## config.mk

```make
export PLATFORM = sky130hd
export DESIGN_NAME = mem_ctrl_flat
export DESIGN_NICKNAME = d
export VERILOG_FILES = /design/src/rtl/mem_ctrl_if.sv /design/src/rtl/mem_ctrl.sv /design/src/flat_wrapper.sv
export SDC_FILE = /design/constraint.sdc
export NUM_CORES = 1
export LEC_CHECK = 0
export BUFFER_PORTS_ARGS = -buffer_cell sky130_fd_sc_hd__buf_2
export CAP_MARGIN = 20
export CORE_MARGIN = 4
export CORE_UTILIZATION = 58
export DETAILED_ROUTE_END_ITERATION = 6
export GPL_ROUTABILITY_DRIVEN = 1
export PLACE_DENSITY = 0.92
export SLEW_MARGIN = 20
export SYNTH_ARGS = -nofsm -noshare
export SYNTH_HDL_FRONTEND = slang
export SYNTH_SLANG_ARGS = --single-unit
```

## constraint.sdc

```tcl
create_clock -name clk -period 9.1 [get_ports clk]
set_clock_uncertainty 0.2 [all_clocks]
set_input_delay 1.82 -clock clk [delete_from_list [all_inputs] [get_ports clk]]
set_output_delay 1.82 -clock clk [all_outputs]
set_load 0.05 [all_outputs]
```

## src/rtl/mem_ctrl_if.sv

```systemverilog
// Request/response and RAM bus bundle for mem_ctrl.
// slave is the controller side, master the pipeline/RAM side.
interface mem_ctrl_if #(
  parameter int ADDR_W = 32
);
  logic              if_read;
  logic [ADDR_W-1:0] if_addr;
  logic              if_ready;
  logic [31:0]       if_inst;
  logic              mem_read;
  logic              mem_write;
  logic [ADDR_W-1:0] mem_addr;
  logic [31:0]       mem_wdata;
  logic [2:0]        mem_length;
  logic              mem_signed;
  logic              mem_ready;
  logic [31:0]       mem_rdata;
  logic [ADDR_W-1:0] ram_addr;
  logic [7:0]        ram_dout;
  logic              ram_wr;
  logic [7:0]        ram_din;

  modport slave (
    input  if_read, if_addr,
    input  mem_read, mem_write, mem_addr,
    input  mem_wdata, mem_length, mem_signed,
    input  ram_din,
    output if_ready, if_inst,
    output mem_ready, mem_rdata,
    output ram_addr, ram_dout, ram_wr
  );

  modport master (
    output if_read, if_addr,
    output mem_read, mem_write, mem_addr,
    output mem_wdata, mem_length, mem_signed,
    output ram_din,
    input  if_ready, if_inst,
    input  mem_ready, mem_rdata,
    input  ram_addr, ram_dout, ram_wr
  );
endinterface

```

## src/rtl/mem_ctrl.sv

```systemverilog
// Byte-serial RAM controller shared by IF and MEM.
// MEM wins over IF; reads are extended to 32 bits.
module mem_ctrl #(
  parameter int ADDR_W = 32
) (
  input  logic     clk,
  input  logic     reset,
  mem_ctrl_if.slave bus
);

  typedef enum logic [1:0] {
    IDLE, READ, WRITE, DONE
  } state_t;

  state_t            state_q, state_d;
  logic [2:0]        cnt_q, cnt_d;
  logic [2:0]        n_q, n_d;
  logic              own_q, own_d;
  logic              sgn_q, sgn_d;
  logic [ADDR_W-1:0] base_q, base_d;
  logic [31:0]       wdata_q, wdata_d;
  logic [31:0]       buf_q, buf_d;
  logic              if_ready_q, if_ready_d;
  logic              mem_ready_q, mem_ready_d;
  logic [31:0]       if_inst_q, if_inst_d;
  logic [31:0]       mem_rdata_q, mem_rdata_d;
  logic [ADDR_W-1:0] ram_addr_q, ram_addr_d;
  logic [7:0]        ram_dout_q, ram_dout_d;
  logic              ram_wr_q, ram_wr_d;

  logic [2:0]  len_n;
  logic [2:0]  nxt;
  logic [1:0]  bidx;
  logic [31:0] asm_w;
  logic [31:0] ext_w;

  // Decode requested size; anything but 1 or 2 is a word.
  always_comb begin
    len_n = 3'd4;
    unique case (bus.mem_length)
      3'd1:    len_n = 3'd1;
      3'd2:    len_n = 3'd2;
      default: len_n = 3'd4;
    endcase
  end

  // Merge the byte arriving now and extend the result.
  always_comb begin
    nxt   = cnt_q + 3'd1;
    bidx  = cnt_q[1:0] - 2'd1;
    asm_w = buf_q;
    asm_w[{bidx, 3'b000} +: 8] = bus.ram_din;
    unique case (n_q)
      3'd1:    ext_w = {{24{sgn_q & asm_w[7]}}, asm_w[7:0]};
      3'd2:    ext_w = {{16{sgn_q & asm_w[15]}}, asm_w[15:0]};
      default: ext_w = asm_w;
    endcase
  end

  // Next-state and registered-output logic.
  always_comb begin
    state_d     = state_q;
    cnt_d       = cnt_q;
    n_d         = n_q;
    own_d       = own_q;
    sgn_d       = sgn_q;
    base_d      = base_q;
    wdata_d     = wdata_q;
    buf_d       = buf_q;
    if_inst_d   = if_inst_q;
    mem_rdata_d = mem_rdata_q;
    if_ready_d  = 1'b0;
    mem_ready_d = 1'b0;
    ram_addr_d  = '0;
    ram_dout_d  = '0;
    ram_wr_d    = 1'b0;
    unique case (state_q)
      IDLE: begin
        cnt_d = '0;
        buf_d = '0;
        if (bus.mem_read || bus.mem_write) begin
          own_d      = 1'b1;
          n_d        = len_n;
          sgn_d      = bus.mem_signed;
          base_d     = bus.mem_addr;
          wdata_d    = bus.mem_wdata;
          ram_addr_d = bus.mem_addr;
          if (bus.mem_read) begin
            state_d = READ;
          end else begin
            state_d    = WRITE;
            ram_wr_d   = 1'b1;
            ram_dout_d = bus.mem_wdata[7:0];
          end
        end else if (bus.if_read) begin
          own_d      = 1'b0;
          n_d        = 3'd4;
          sgn_d      = 1'b0;
          base_d     = bus.if_addr;
          ram_addr_d = bus.if_addr;
          state_d    = READ;
        end
      end
      READ: begin
        if (cnt_q != 3'd0) buf_d = asm_w;
        if (cnt_q == n_q) begin
          state_d = DONE;
          if (own_q) begin
            mem_ready_d = 1'b1;
            mem_rdata_d = ext_w;
          end else begin
            if_ready_d = 1'b1;
            if_inst_d  = ext_w;
          end
        end else begin
          cnt_d = nxt;
          if (nxt != n_q)
            ram_addr_d = base_q + ADDR_W'(nxt);
        end
      end
      WRITE: begin
        if (nxt == n_q) begin
          state_d     = DONE;
          mem_ready_d = 1'b1;
        end else begin
          cnt_d      = nxt;
          ram_wr_d   = 1'b1;
          ram_addr_d = base_q + ADDR_W'(nxt);
          ram_dout_d = wdata_q[{nxt[1:0], 3'b000} +: 8];
        end
      end
      DONE:    state_d = IDLE;
      default: state_d = IDLE;
    endcase
  end

  // State and output registers with synchronous reset.
  always_ff @(posedge clk) begin
    if (reset) begin
      state_q     <= IDLE;
      cnt_q       <= '0;
      n_q         <= 3'd4;
      own_q       <= 1'b0;
      sgn_q       <= 1'b0;
      base_q      <= '0;
      wdata_q     <= '0;
      buf_q       <= '0;
      if_ready_q  <= 1'b0;
      mem_ready_q <= 1'b0;
      if_inst_q   <= '0;
      mem_rdata_q <= '0;
      ram_addr_q  <= '0;
      ram_dout_q  <= '0;
      ram_wr_q    <= 1'b0;
    end else begin
      state_q     <= state_d;
      cnt_q       <= cnt_d;
      n_q         <= n_d;
      own_q       <= own_d;
      sgn_q       <= sgn_d;
      base_q      <= base_d;
      wdata_q     <= wdata_d;
      buf_q       <= buf_d;
      if_ready_q  <= if_ready_d;
      mem_ready_q <= mem_ready_d;
      if_inst_q   <= if_inst_d;
      mem_rdata_q <= mem_rdata_d;
      ram_addr_q  <= ram_addr_d;
      ram_dout_q  <= ram_dout_d;
      ram_wr_q    <= ram_wr_d;
    end
  end

  assign bus.if_ready  = if_ready_q;
  assign bus.if_inst   = if_inst_q;
  assign bus.mem_ready = mem_ready_q;
  assign bus.mem_rdata = mem_rdata_q;
  assign bus.ram_addr  = ram_addr_q;
  assign bus.ram_dout  = ram_dout_q;
  assign bus.ram_wr    = ram_wr_q;

endmodule

```

## src/flat_wrapper.sv

```systemverilog
// flat-port wrapper written by rule: the top's interface ports become plain ports
module mem_ctrl_flat 
#(
  parameter int ADDR_W = 32
)
  (clk, reset, bus_if_read, bus_if_addr, bus_mem_read, bus_mem_write, bus_mem_addr, bus_mem_wdata, bus_mem_length, bus_mem_signed, bus_ram_din, bus_if_ready, bus_if_inst, bus_mem_ready, bus_mem_rdata, bus_ram_addr, bus_ram_dout, bus_ram_wr);
  mem_ctrl_if #(.ADDR_W(ADDR_W)) bus_i ();
  input  logic clk;
  input  logic reset;
  input wire logic [$bits(bus_i.if_read)-1:0] bus_if_read;
  input wire logic [$bits(bus_i.if_addr)-1:0] bus_if_addr;
  input wire logic [$bits(bus_i.mem_read)-1:0] bus_mem_read;
  input wire logic [$bits(bus_i.mem_write)-1:0] bus_mem_write;
  input wire logic [$bits(bus_i.mem_addr)-1:0] bus_mem_addr;
  input wire logic [$bits(bus_i.mem_wdata)-1:0] bus_mem_wdata;
  input wire logic [$bits(bus_i.mem_length)-1:0] bus_mem_length;
  input wire logic [$bits(bus_i.mem_signed)-1:0] bus_mem_signed;
  input wire logic [$bits(bus_i.ram_din)-1:0] bus_ram_din;
  output wire logic [$bits(bus_i.if_ready)-1:0] bus_if_ready;
  output wire logic [$bits(bus_i.if_inst)-1:0] bus_if_inst;
  output wire logic [$bits(bus_i.mem_ready)-1:0] bus_mem_ready;
  output wire logic [$bits(bus_i.mem_rdata)-1:0] bus_mem_rdata;
  output wire logic [$bits(bus_i.ram_addr)-1:0] bus_ram_addr;
  output wire logic [$bits(bus_i.ram_dout)-1:0] bus_ram_dout;
  output wire logic [$bits(bus_i.ram_wr)-1:0] bus_ram_wr;
  assign bus_i.if_read = bus_if_read;
  assign bus_i.if_addr = bus_if_addr;
  assign bus_i.mem_read = bus_mem_read;
  assign bus_i.mem_write = bus_mem_write;
  assign bus_i.mem_addr = bus_mem_addr;
  assign bus_i.mem_wdata = bus_mem_wdata;
  assign bus_i.mem_length = bus_mem_length;
  assign bus_i.mem_signed = bus_mem_signed;
  assign bus_i.ram_din = bus_ram_din;
  assign bus_if_ready = bus_i.if_ready;
  assign bus_if_inst = bus_i.if_inst;
  assign bus_mem_ready = bus_i.mem_ready;
  assign bus_mem_rdata = bus_i.mem_rdata;
  assign bus_ram_addr = bus_i.ram_addr;
  assign bus_ram_dout = bus_i.ram_dout;
  assign bus_ram_wr = bus_i.ram_wr;
  mem_ctrl #(.ADDR_W(ADDR_W)) u_core (.clk(clk), .reset(reset), .bus(bus_i));
endmodule
```

# Word level (Yosys, flattened, before mapping)
# Cells that the tools add are included.
# Widths: inputs -> output; s select.
dict set report op_classes {
  div 0
  bitwise 5
  n_shift 3
  n_eq_ne 16
  n_reduce_logical 14
  n_mul 0
  order_cmp 0
  n_addsub 4
  n_mux 40
}
# operator n
set op_table {}
lappend op_table {{$mux 32} 8}
lappend op_table {{$pmux 32 s2} 2}
lappend op_table {{$pmux 32 s3} 1}
lappend op_table {{$add 32x3->32} 1}
lappend op_table {{$bwmux 32} 1}
lappend op_table {{$shift 8x7->32 const A} 1}
lappend op_table {{$shiftx 32x6->8} 1}
lappend op_table {{$shiftx 8x7->32} 1}
lappend op_table {{$mux 8} 3}
lappend op_table {{$pmux 8 s2} 1}
lappend op_table {{$mux 3} 4}
lappend op_table {{$reduce_and 3->1} 4}
lappend op_table {{$mux 1} 10}
lappend op_table {{$mux 2} 5}
lappend op_table {{$pmux 3 s3} 1}
lappend op_table {{$pmux 2 s4} 1}
lappend op_table {{$neg 5->7} 1}
lappend op_table {{$eq 3x1->1 const B} 2}
lappend op_table {{$eq 3x2->1 const B} 2}
lappend op_table {{$eq 3x3->1} 2}
lappend op_table {{$ne 2x1->1 const B} 3}
lappend op_table {{$pmux 3 s2} 1}
lappend op_table {{$reduce_and 2->1} 3}
lappend op_table {{$reduce_bool 3->1} 2}
lappend op_table {{other kinds (14)} 21}
dict set report totals {
  output_inout_bits 107
  inputBits 113
  mem_count 0
  latch_bits 0
  reg_bits 213
  rom_bits 0
  ramBits 0
  elab_cells 97
}

# Logic depth before layout (Yosys ltp)
# Gate-level depths: netlist of the first run.
dict set report logic_depth {
  word_depth 6
  ltp_mapped 12
  ltp_nobuf 8
}

# Least setup slack after synthesis of the first run
# OpenSTA, ideal clock, no wires.
dict set report synth_path {
  path_type {input -> register}
  from {input bus_mem_write}
  to {register u_core.base_q[0]}
  path_buffers 2
  arrival_time_ns 3.042
  path_stages 7
  setup_ns 0.128
  slack_ns 5.731
  required_ns 8.772
  cell_sequence {or2_2 > clkbuf_1 > o21ai_0 > clkbuf_1 > a21oi_1 > a21oi_1 > nor2_1}
}
dict set report synth_between {
  elab_chain_cells 3
  word_cells_on_any_way 4
  classes_between {1 x mux; 3 x reduce/logical}
}
# element line_no
set synth_lines {}
lappend synth_lines {{start: declaration} flat_wrapper.sv:13} ;# input wire logic [$bits(bus_i.mem_write)-1:0] bus_mem_write;
lappend synth_lines {{$logic_or 1x1->1 (*)} mem_ctrl.sv:81} ;# if (bus.mem_read || bus.mem_write) begin
lappend synth_lines {{$reduce_bool 2->1 (no line)} n/a}
lappend synth_lines {{$reduce_and 2->1 (no line)} n/a}
lappend synth_lines {{end signal: assignment} mem_ctrl.sv:161} ;# base_q <= base_d;
lappend synth_lines {{end: declaration} mem_ctrl.sv:20} ;# logic [ADDR_W-1:0] base_q, base_d;
# Every way passes the cells marked *; elsewhere a longest branch is shown, timed or not.
# A chain may end at the register's enable or synchronous reset.

# Worst setup path after layout of the first run
dict set report layout_path {
  from {register u_core.cnt_q[0]}
  to {register u_core.ram_addr_q[31], in the netlist u_core.bus.ram_addr[31]}
}
dict set report layout_between {
  elab_chain_cells 5
  word_cells_on_any_way 9
  classes_between {2 x add/sub; 3 x eq/ne; 4 x mux}
}
# element line_no
set layout_lines {}
lappend layout_lines {{start: declaration} mem_ctrl.sv:16} ;# logic [2:0] cnt_q, cnt_d;
lappend layout_lines {{start signal: assignment} mem_ctrl.sv:157} ;# cnt_q <= cnt_d;
lappend layout_lines {{$add 3x1->3} mem_ctrl.sv:49} ;# nxt = cnt_q + 3'd1;
lappend layout_lines {{$add 32x3->32 or $ne 3x3->1 (tied branches)} {mem_ctrl.sv:118, mem_ctrl.sv:128, mem_ctrl.sv:117}}
lappend layout_lines {{$mux 32} mem_ctrl.sv:117} ;# if (nxt != n_q)
lappend layout_lines {{$mux 32} mem_ctrl.sv:106} ;# if (cnt_q == n_q) begin
lappend layout_lines {{$pmux 32 s3 (*)} mem_ctrl.sv:77} ;# unique case (state_q)
lappend layout_lines {{end signal: assignment} mem_ctrl.sv:168} ;# ram_addr_q <= ram_addr_d;
lappend layout_lines {{end: declaration} mem_ctrl.sv:27} ;# logic [ADDR_W-1:0] ram_addr_q, ram_addr_d;
# Marked as above.

==> metrics.yaml, run 1 <==
sta:
  worstMarginPinSlew_ns: 1.01
  setup_viol: 0
  setup-tns-final_ns: 0
  relSlewSlack: 0.311
  finalCritPeriodShare: 0.475
  min_period_ns: 4.32
  hold_viol: 0
  whs_ns: 0.253
  rsz0062_at_grt: "no"
  clock.fmax_ghz: 0.231
  drv_slew: 0
outcome:
  failed_checks: "design-rule violations"
  status: "complete, but fails checks"
floorplan:
  initial_utilization: 0.600
  num_rows: 45
  core_area_um2: 15400
  io_pins: 220
  die_x_um: 134
  die_h_um: 134
  design.die.area_um2: 18000
worst_setup_path:
  cp_num_buf_inv: 1
  end_kind: "flip-flop"
  rr_worst_depth: 8
  path_common_cell: "ha_1"
  critPathTopFamily: "adder cells"
  cp.required_ns: 9.30
  max_stage_delay_ns: 0.91
  cp.arrival_ns: 4.52
  crit_path_max_fanout: 22
  cp-start-kind: "flip-flop"
  critical-path-slowest-cell: "ha_1"
  crit_cells: 8
  critical_path.cell_chain: "inv_1 > ha_1 > ha_1 > a211oi_1 > nor2_1 > and2_0 > a41o_1 > o221a_2"
  worstSetupPathType: "flip-flop to flip-flop"
logic_synthesis:
  yosysSeqAreaShare: 0.461
  syn_avg_cell_area_um2: 8.62
  ys_warn_count: 0
  syn_nets: 1203
  synth_edf_count: 0
  yosysUniqueCellTypes: 59
  ys_seq_elements: 213
  netlist_area_um2: 9260
  async_flop_share: 0
  syn_inst: 1074
  synth_ff_type: "dfxtp_1"
clock_tree:
  cts_tree: "done"
  postCtsSetupBuffers: 0
  clkSinkCount: 213
  hold_buffers: 0
  clk_pin_slew_ns: 0.06
  cts_root_buffer: "clkbuf_16"
  clockBufferDepth: 3
  htree_levels: 1
  cts_resized: 0
  clkLatencyLatePin_ns: 0.51
  cts_buffers: 22
placement:
  dp_hpwl_mm: 17.4
  place_area_um2: 10400
  port_buffers: 219
  placedCellCount: 1433
  place_congestion: 0.945
routing:
  drtIter0Drc: 988
  drc: 6
  vias: 8754
  wl_mm: 25.5
  firstDrtPassIters: 7
  wire_per_inst_um: 17.3
  ant_nets: 0
  viasPerCell: 5.93
power:
  p_per_area_nw_per_um2: 284
  p_leak_nw: 4.65
  peakVddDrop_mv: 0.191
grt:
  grt_usage: 0.268
  grt_pass1_vias: 8241
  grt_pass1_wl_mm: 40.4
  grt_start_max_net_pins: 102
  antenna_found_initial: 2
  grt_overflow_total: 0
final_layout:
  layout.nets: 1376
  area_growth_pct: 19.7
  layout-drive-gt1-share: 0.230
  design_area_um2: 11100
  instances_no_fill: 1476
worst_hold_path:
  hold_path_class: "flip-flop to flip-flop"
  min_path_cells: 2
flow_run:
  cap_violations: 0
[final cells by class]
class,instances,area (um2)
inverters,24,90.1
diodes,2,5.00
well taps,211,264
clock buffers,31,634
repair buffers,227,1170
flip-flops and latches,213,4260
clock inverters,9,61.3
multi-input cells,759,4600
fillers,1131,4350
[synth_stat cells (10+ instances only)]
cell type | n | area, um2
a211oi_1 | 53 | 398
a21oi_1 | 95 | 475
a22o_1 | 15 | 131
a22oi_1 | 32 | 240
a311oi_1 | 32 | 280
buf_2 | 20 | 100
clkbuf_1 | 53 | 199
dfxtp_1 | 213 | 4260
ha_1 | 15 | 188
inv_1 | 23 | 86.3
mux2i_1 | 20 | 200
nand2_1 | 136 | 510
nand3_1 | 13 | 65.1
nand4_1 | 12 | 75.1
nor2_1 | 177 | 664
nor2b_1 | 13 | 81.3
o21ai_0 | 13 | 65.1
o22ai_1 | 19 | 119
xnor2_1 | 10 | 87.6
xor2_1 | 24 | 210
[logic make-up (layout without fill, tap and decap cells)]
group,after synthesis,in the layout,synth area share
other cells,0,2,0
flops,213,213,0.461
fa+ha+maj,16,16,0.0224
compound gates,276,276,0.200
mux,29,29,0.0423
buf+inv,102,291,0.0453
simple gates,403,403,0.194
xor+xnor,35,35,0.0346
[per-layer routing]
metal	wire, um	vias to the layer above	GRT usage	part of all wire
met1	10500	4053	0.358	0.41
met4	775	0	0.104	0.030
met2	11900	472	0.436	0.47
met3	2280	79	0.0446	0.089
li1	-	4150	-	-
met5	0	-	0	0
[final timing paths]
check,slack (ns),start,to
min reg2reg,0.25,u_core.wdata_q[5]$_SDFFE_PP0P_,u_core.wdata_q[5]$_SDFFE_PP0P_
min,0.25,u_core.wdata_q[5]$_SDFFE_PP0P_,u_core.wdata_q[5]$_SDFFE_PP0P_
max reg2reg,4.78,u_core.cnt_q[0]$_SDFFE_PP0P_,u_core.bus.ram_addr[31]$_SDFF_PP0_
max,4.78,u_core.cnt_q[0]$_SDFFE_PP0P_,u_core.bus.ram_addr[31]$_SDFF_PP0_
[sequential cells by signal, indices dropped and copies added, names as in the netlist, 8 cells and up]
| name | count |
|---|---|
| u_core.bus.ram_dout | 8 |
| u_core.base_q | 32 |
| u_core.bus.mem_rdata | 32 |
| u_core.wdata_q | 32 |
| u_core.buf_q | 32 |
| u_core.bus.ram_addr | 32 |
| u_core.bus.if_inst | 32 |
[through the flow]
stage	worst slack, ns	power, W	utilization
2_1_floorplan	5.73	0.00201	-
3_3_place_gp	4.81	0.00225	0.672
3_5_place_dp	4.68	0.00228	0.672
4_1_cts	4.58	0.00313	0.717
5_1_grt	4.43	0.00331	0.718
6_report	4.78	0.00315	0.718
[layout by cell type (no fill, tap or decap), drive strengths merged, types with 3 or more instances in the layout]
cell type | Yosys | routed
and3 | 6 | 6
inv | 23 | 23
nand2 | 136 | 136
nand3 | 14 | 14
o22ai | 19 | 19
and4 | 3 | 3
nor2b | 13 | 13
clkinv | 1 | 8
ha | 15 | 15
a21o | 4 | 4
nor4b | 3 | 3
nor3b | 3 | 3
nor4 | 8 | 8
mux2i | 20 | 20
dfxtp | 213 | 213
nor2 | 177 | 177
a311oi | 33 | 33
clkbuf | 53 | 31
nand3b | 3 | 3
xnor2 | 10 | 10
a211oi | 53 | 53
o21ai | 13 | 13
a22oi | 32 | 32
o21bai | 3 | 3
nand2b | 4 | 4
nor3 | 6 | 6
buf | 25 | 227
a22o | 15 | 15
or2 | 4 | 4
mux4 | 8 | 8
and2 | 4 | 4
nand4 | 14 | 14
a21oi | 95 | 95
xor2 | 24 | 24
[worst min-delay path, delay by kind of cell, from the launching register on]
kind / cells / cell delay, ns
compound gates: 1 / 0.05
flops: 1 / 0.31
simple gates: 1 / 0.05
[power by group]
part / total (W) / internal [W] / leakage (nW) / switching [W]
Clock: 0.000856 / 0.000489 / 0.342 / 0.000368
Sequential: 0.00118 / 0.00107 / 1.74 / 0.000112
Combinational: 0.00111 / 0.000335 / 2.57 / 0.000774
Total: 0.00315 / 0.00190 / 4.65 / 0.00125
Power figures use the tool's default switching activity.
==> run 2: changes to the inputs <==
--- a/config.mk
+++ b/config.mk
@@ -5,13 +5,14 @@
 export SDC_FILE = /design/constraint.sdc
 export NUM_CORES = 1
 export LEC_CHECK = 0
+export ABC_AREA = 1
 export BUFFER_PORTS_ARGS = -buffer_cell sky130_fd_sc_hd__buf_2
 export CAP_MARGIN = 20
 export CORE_MARGIN = 4
-export CORE_UTILIZATION = 58
+export CORE_UTILIZATION = 49
 export DETAILED_ROUTE_END_ITERATION = 6
 export GPL_ROUTABILITY_DRIVEN = 1
-export PLACE_DENSITY = 0.92
+export PLACE_DENSITY = 0.83
 export SLEW_MARGIN = 20
 export SYNTH_ARGS = -nofsm -noshare
 export SYNTH_HDL_FRONTEND = slang
==> constraint.sdc (replaced) <==
create_clock -name clk -period 3.97 [get_ports clk]
set_clock_uncertainty 0.2 [all_clocks]
set_input_delay 0.794 -clock clk [delete_from_list [all_inputs] [get_ports clk]]
set_output_delay 0.794 -clock clk [all_outputs]
set_load 0.05 [all_outputs]
==> run 2 against run 1 <==
Net effect: the flow now finishes without violations; sequential cell count is the same; cell area increased by 7.2%; worst hold slack better by 0.0057 ns; global-route usage shrank 3.0 points; power rose by 150%; first-iteration DRC count down 10%; wire length up 9.6%; critical endpoint is now u_core.bus.ram_addr[30]$_SDFF_PP0_; largest power group unchanged.
==> metrics.yaml, run 2 <==
worst_setup_path:
  critical-path-slowest-cell: "ha_1"
  cp-start-kind: "flip-flop"
  rr_worst_depth: 11
  cp.required_ns: 4.20
  worstSetupPathType: "flip-flop to flip-flop"
  reg2reg_to: "u_core.bus.ram_addr[30]$_SDFF_PP0_"
  reg2reg_setup_slack_ns: 0.87
  end_kind: "flip-flop"
  rr_startpoint: "u_core.cnt_q[0]$_SDFFE_PP0P_"
  cp-startpoint: "u_core.cnt_q[0]$_SDFFE_PP0P_"
  crit_cells: 11
  cp.arrival_ns: 3.33
  critical_path.cell_chain: "inv_2 > ha_1 > fa_1 > nand3_1 > nand2_2 > nand3_2 > nor2_1 > nand3_1 > nand2_1 > nand3_1 > a21oi_1"
  worstSetupEndpoint: "u_core.bus.ram_addr[30]$_SDFF_PP0_"
  cp_num_buf_inv: 1
  max_stage_delay_ns: 0.66
  path_common_cell: "nand3_1"
  crit_path_max_fanout: 10
  critPathTopFamily: "adder cells"
logic_synthesis:
  netlist_area_um2: 9920
  synth_ff_type: "dfxtp_1"
  ys_warn_count: 0
  synth_top_area_share: 0.430
  async_flop_share: 0
  syn_nets: 1539
  ys_top_cells_by_area: "dfxtp_1, nand2_1, a21oi_1"
  synth.cells.most_frequent: "nand2_1, dfxtp_1, nor2_1"
  synth_edf_count: 0
  yosysTopAreaCell: "dfxtp_1"
  yosysSeqAreaShare: 0.430
  syn_inst: 1410
  syn_avg_cell_area_um2: 7.04
  ys_seq_elements: 213
  yosysMostFrequentCell: "nand2_1"
  yosysUniqueCellTypes: 43
sta:
  relSlewSlack: 0.389
  finalCritPeriodShare: 0.781
  setup-tns-final_ns: 0
  setup_viol: 0
  worstMarginPinSlew_ns: 0.916
  clock.fmax_ghz: 0.322
  whs_ns: 0.258
  min_period_ns: 3.10
  rsz0062_at_grt: "no"
  drv_slew: 0
  hold_viol: 0
routing:
  wl_mm: 28.0
  firstDrtPassIters: 6
  wire_per_inst_um: 15.0
  drtIter0Drc: 887
  drc: 0
  viasPerCell: 5.31
  ant_nets: 0
  vias: 9918
floorplan:
  die_h_um: 150
  num_rows: 51
  io_pins: 220
  core_area_um2: 19700
  initial_utilization: 0.503
  die_x_um: 150
  design.die.area_um2: 22600
placement:
  place_congestion: 0.884
  dp_hpwl_mm: 19.6
  port_buffers: 219
final_layout:
  area_growth_pct: 19.7
  layout.nets: 1718
  layout-drive-gt1-share: 0.190
  final_core_util: 0.603
  final_cell_mix: "nand2_1, buf_2, dfxtp_1"
  final_common_cell: "nand2_1"
  fillers: 1743
clock_tree:
  cts_buffers: 23
  cts_root_buffer: "clkbuf_16"
  clk_pin_slew_ns: 0.06
  cts_resized: 0
  htree_levels: 1
  postCtsSetupBuffers: 0
  clockBufferDepth: 3
  clkLatencyLatePin_ns: 0.51
  cts_tree: "done"
  clkSinkCount: 213
  hold_buffers: 0
power:
  p_per_area_nw_per_um2: 651
  peakVddDrop_mv: 0.396
  power_w: 0.00774
  p_leak_nw: 5.46
worst_hold_path:
  hold_path_class: "flip-flop to flip-flop"
  worstHoldStart: "u_core.wdata_q[0]$_SDFFE_PP0P_"
flow_run:
  cap_violations: 0
grt:
  grt_pass1_vias: 9135
  grt_pass1_wl_mm: 44.7
  antenna_found_initial: 1
  grt_start_max_net_pins: 57
  grt_usage: 0.238
  grt_overflow_total: 0
outcome:
  status: "completed"
==> run 2: worst min-delay path: stages, from the launching register on <==
cell and delay [ns]:
dfxtp_1 0.30, inv_1 0.06, a21oi_1 0.06
==> run 2: layer usage <==
layer,GRT usage,vias to the layer above,share of wire
met2,0.401,361,0.48
met1,0.323,4567,0.43
met4,0.0586,0,0.022
met5,0,-,0
li1,-,4947,-
met3,0.0331,43,0.068
==> run 2: cells by family (layout without fill, tap and decap cells) <==
family	after synthesis	after routing	synth area share
other	0	1	0
flip-flops	213	213	0.430
adder cells (fa/ha/maj)	16	16	0.0209
AND/OR/NAND/NOR	631	631	0.267
AO/OA/AOI/OAI	319	319	0.179
XOR/XNOR	15	15	0.0132
buffers and inverters	216	409	0.0904
==> run 2: power breakdown <==
group | total, W | internal (W) | switching [W] | leakage [nW]
Sequential | 0.00279 | 0.00254 | 0.000259 | 1.74
Combinational | 0.00265 | 0.000712 | 0.00194 | 3.32
Clock | 0.00229 | 0.00144 | 0.000854 | 0.399
==> run 2: how the worst min path moves through the flow <==
stage / endpoint / cells after the start
floorplan: u_core.wdata_q[0]$_SDFFE_PP0P_ / 2
global placement: u_core.wdata_q[2]$_SDFFE_PP0P_ / 2
detailed placement: u_core.wdata_q[2]$_SDFFE_PP0P_ / 2
CTS: u_core.wdata_q[1]$_SDFFE_PP0P_ / 2
global route: u_core.wdata_q[1]$_SDFFE_PP0P_ / 2
finish: u_core.wdata_q[0]$_SDFFE_PP0P_ / 2
==> run 2: metrics by stage <==
stage | cells | cell area [um2] | setup slack, ns
global placement | 1829 | 11100 | 1.11
floorplan | 1410 | 9920 | 1.51
CTS | 1868 | 11900 | 0.899
finish | 1869 | 11900 | 0.868
detailed placement | 1829 | 11100 | 0.923
global route | 1869 | 11900 | 0.644
==> run 2: cell type report <==
cell class / count / area, um2 / share of cell area
multi-input combinational: 981 / 4770 / 0.401
sequential: 213 / 4260 / 0.359
timing repair buffer: 231 / 1190 / 0.0998
clock buffer: 29 / 628 / 0.0529
inverter: 139 / 522 / 0.0439
tap: 265 / 332 / 0.0279
clock inverter: 10 / 179 / 0.0151
antenna: 1 / 2.50 / 0.000211
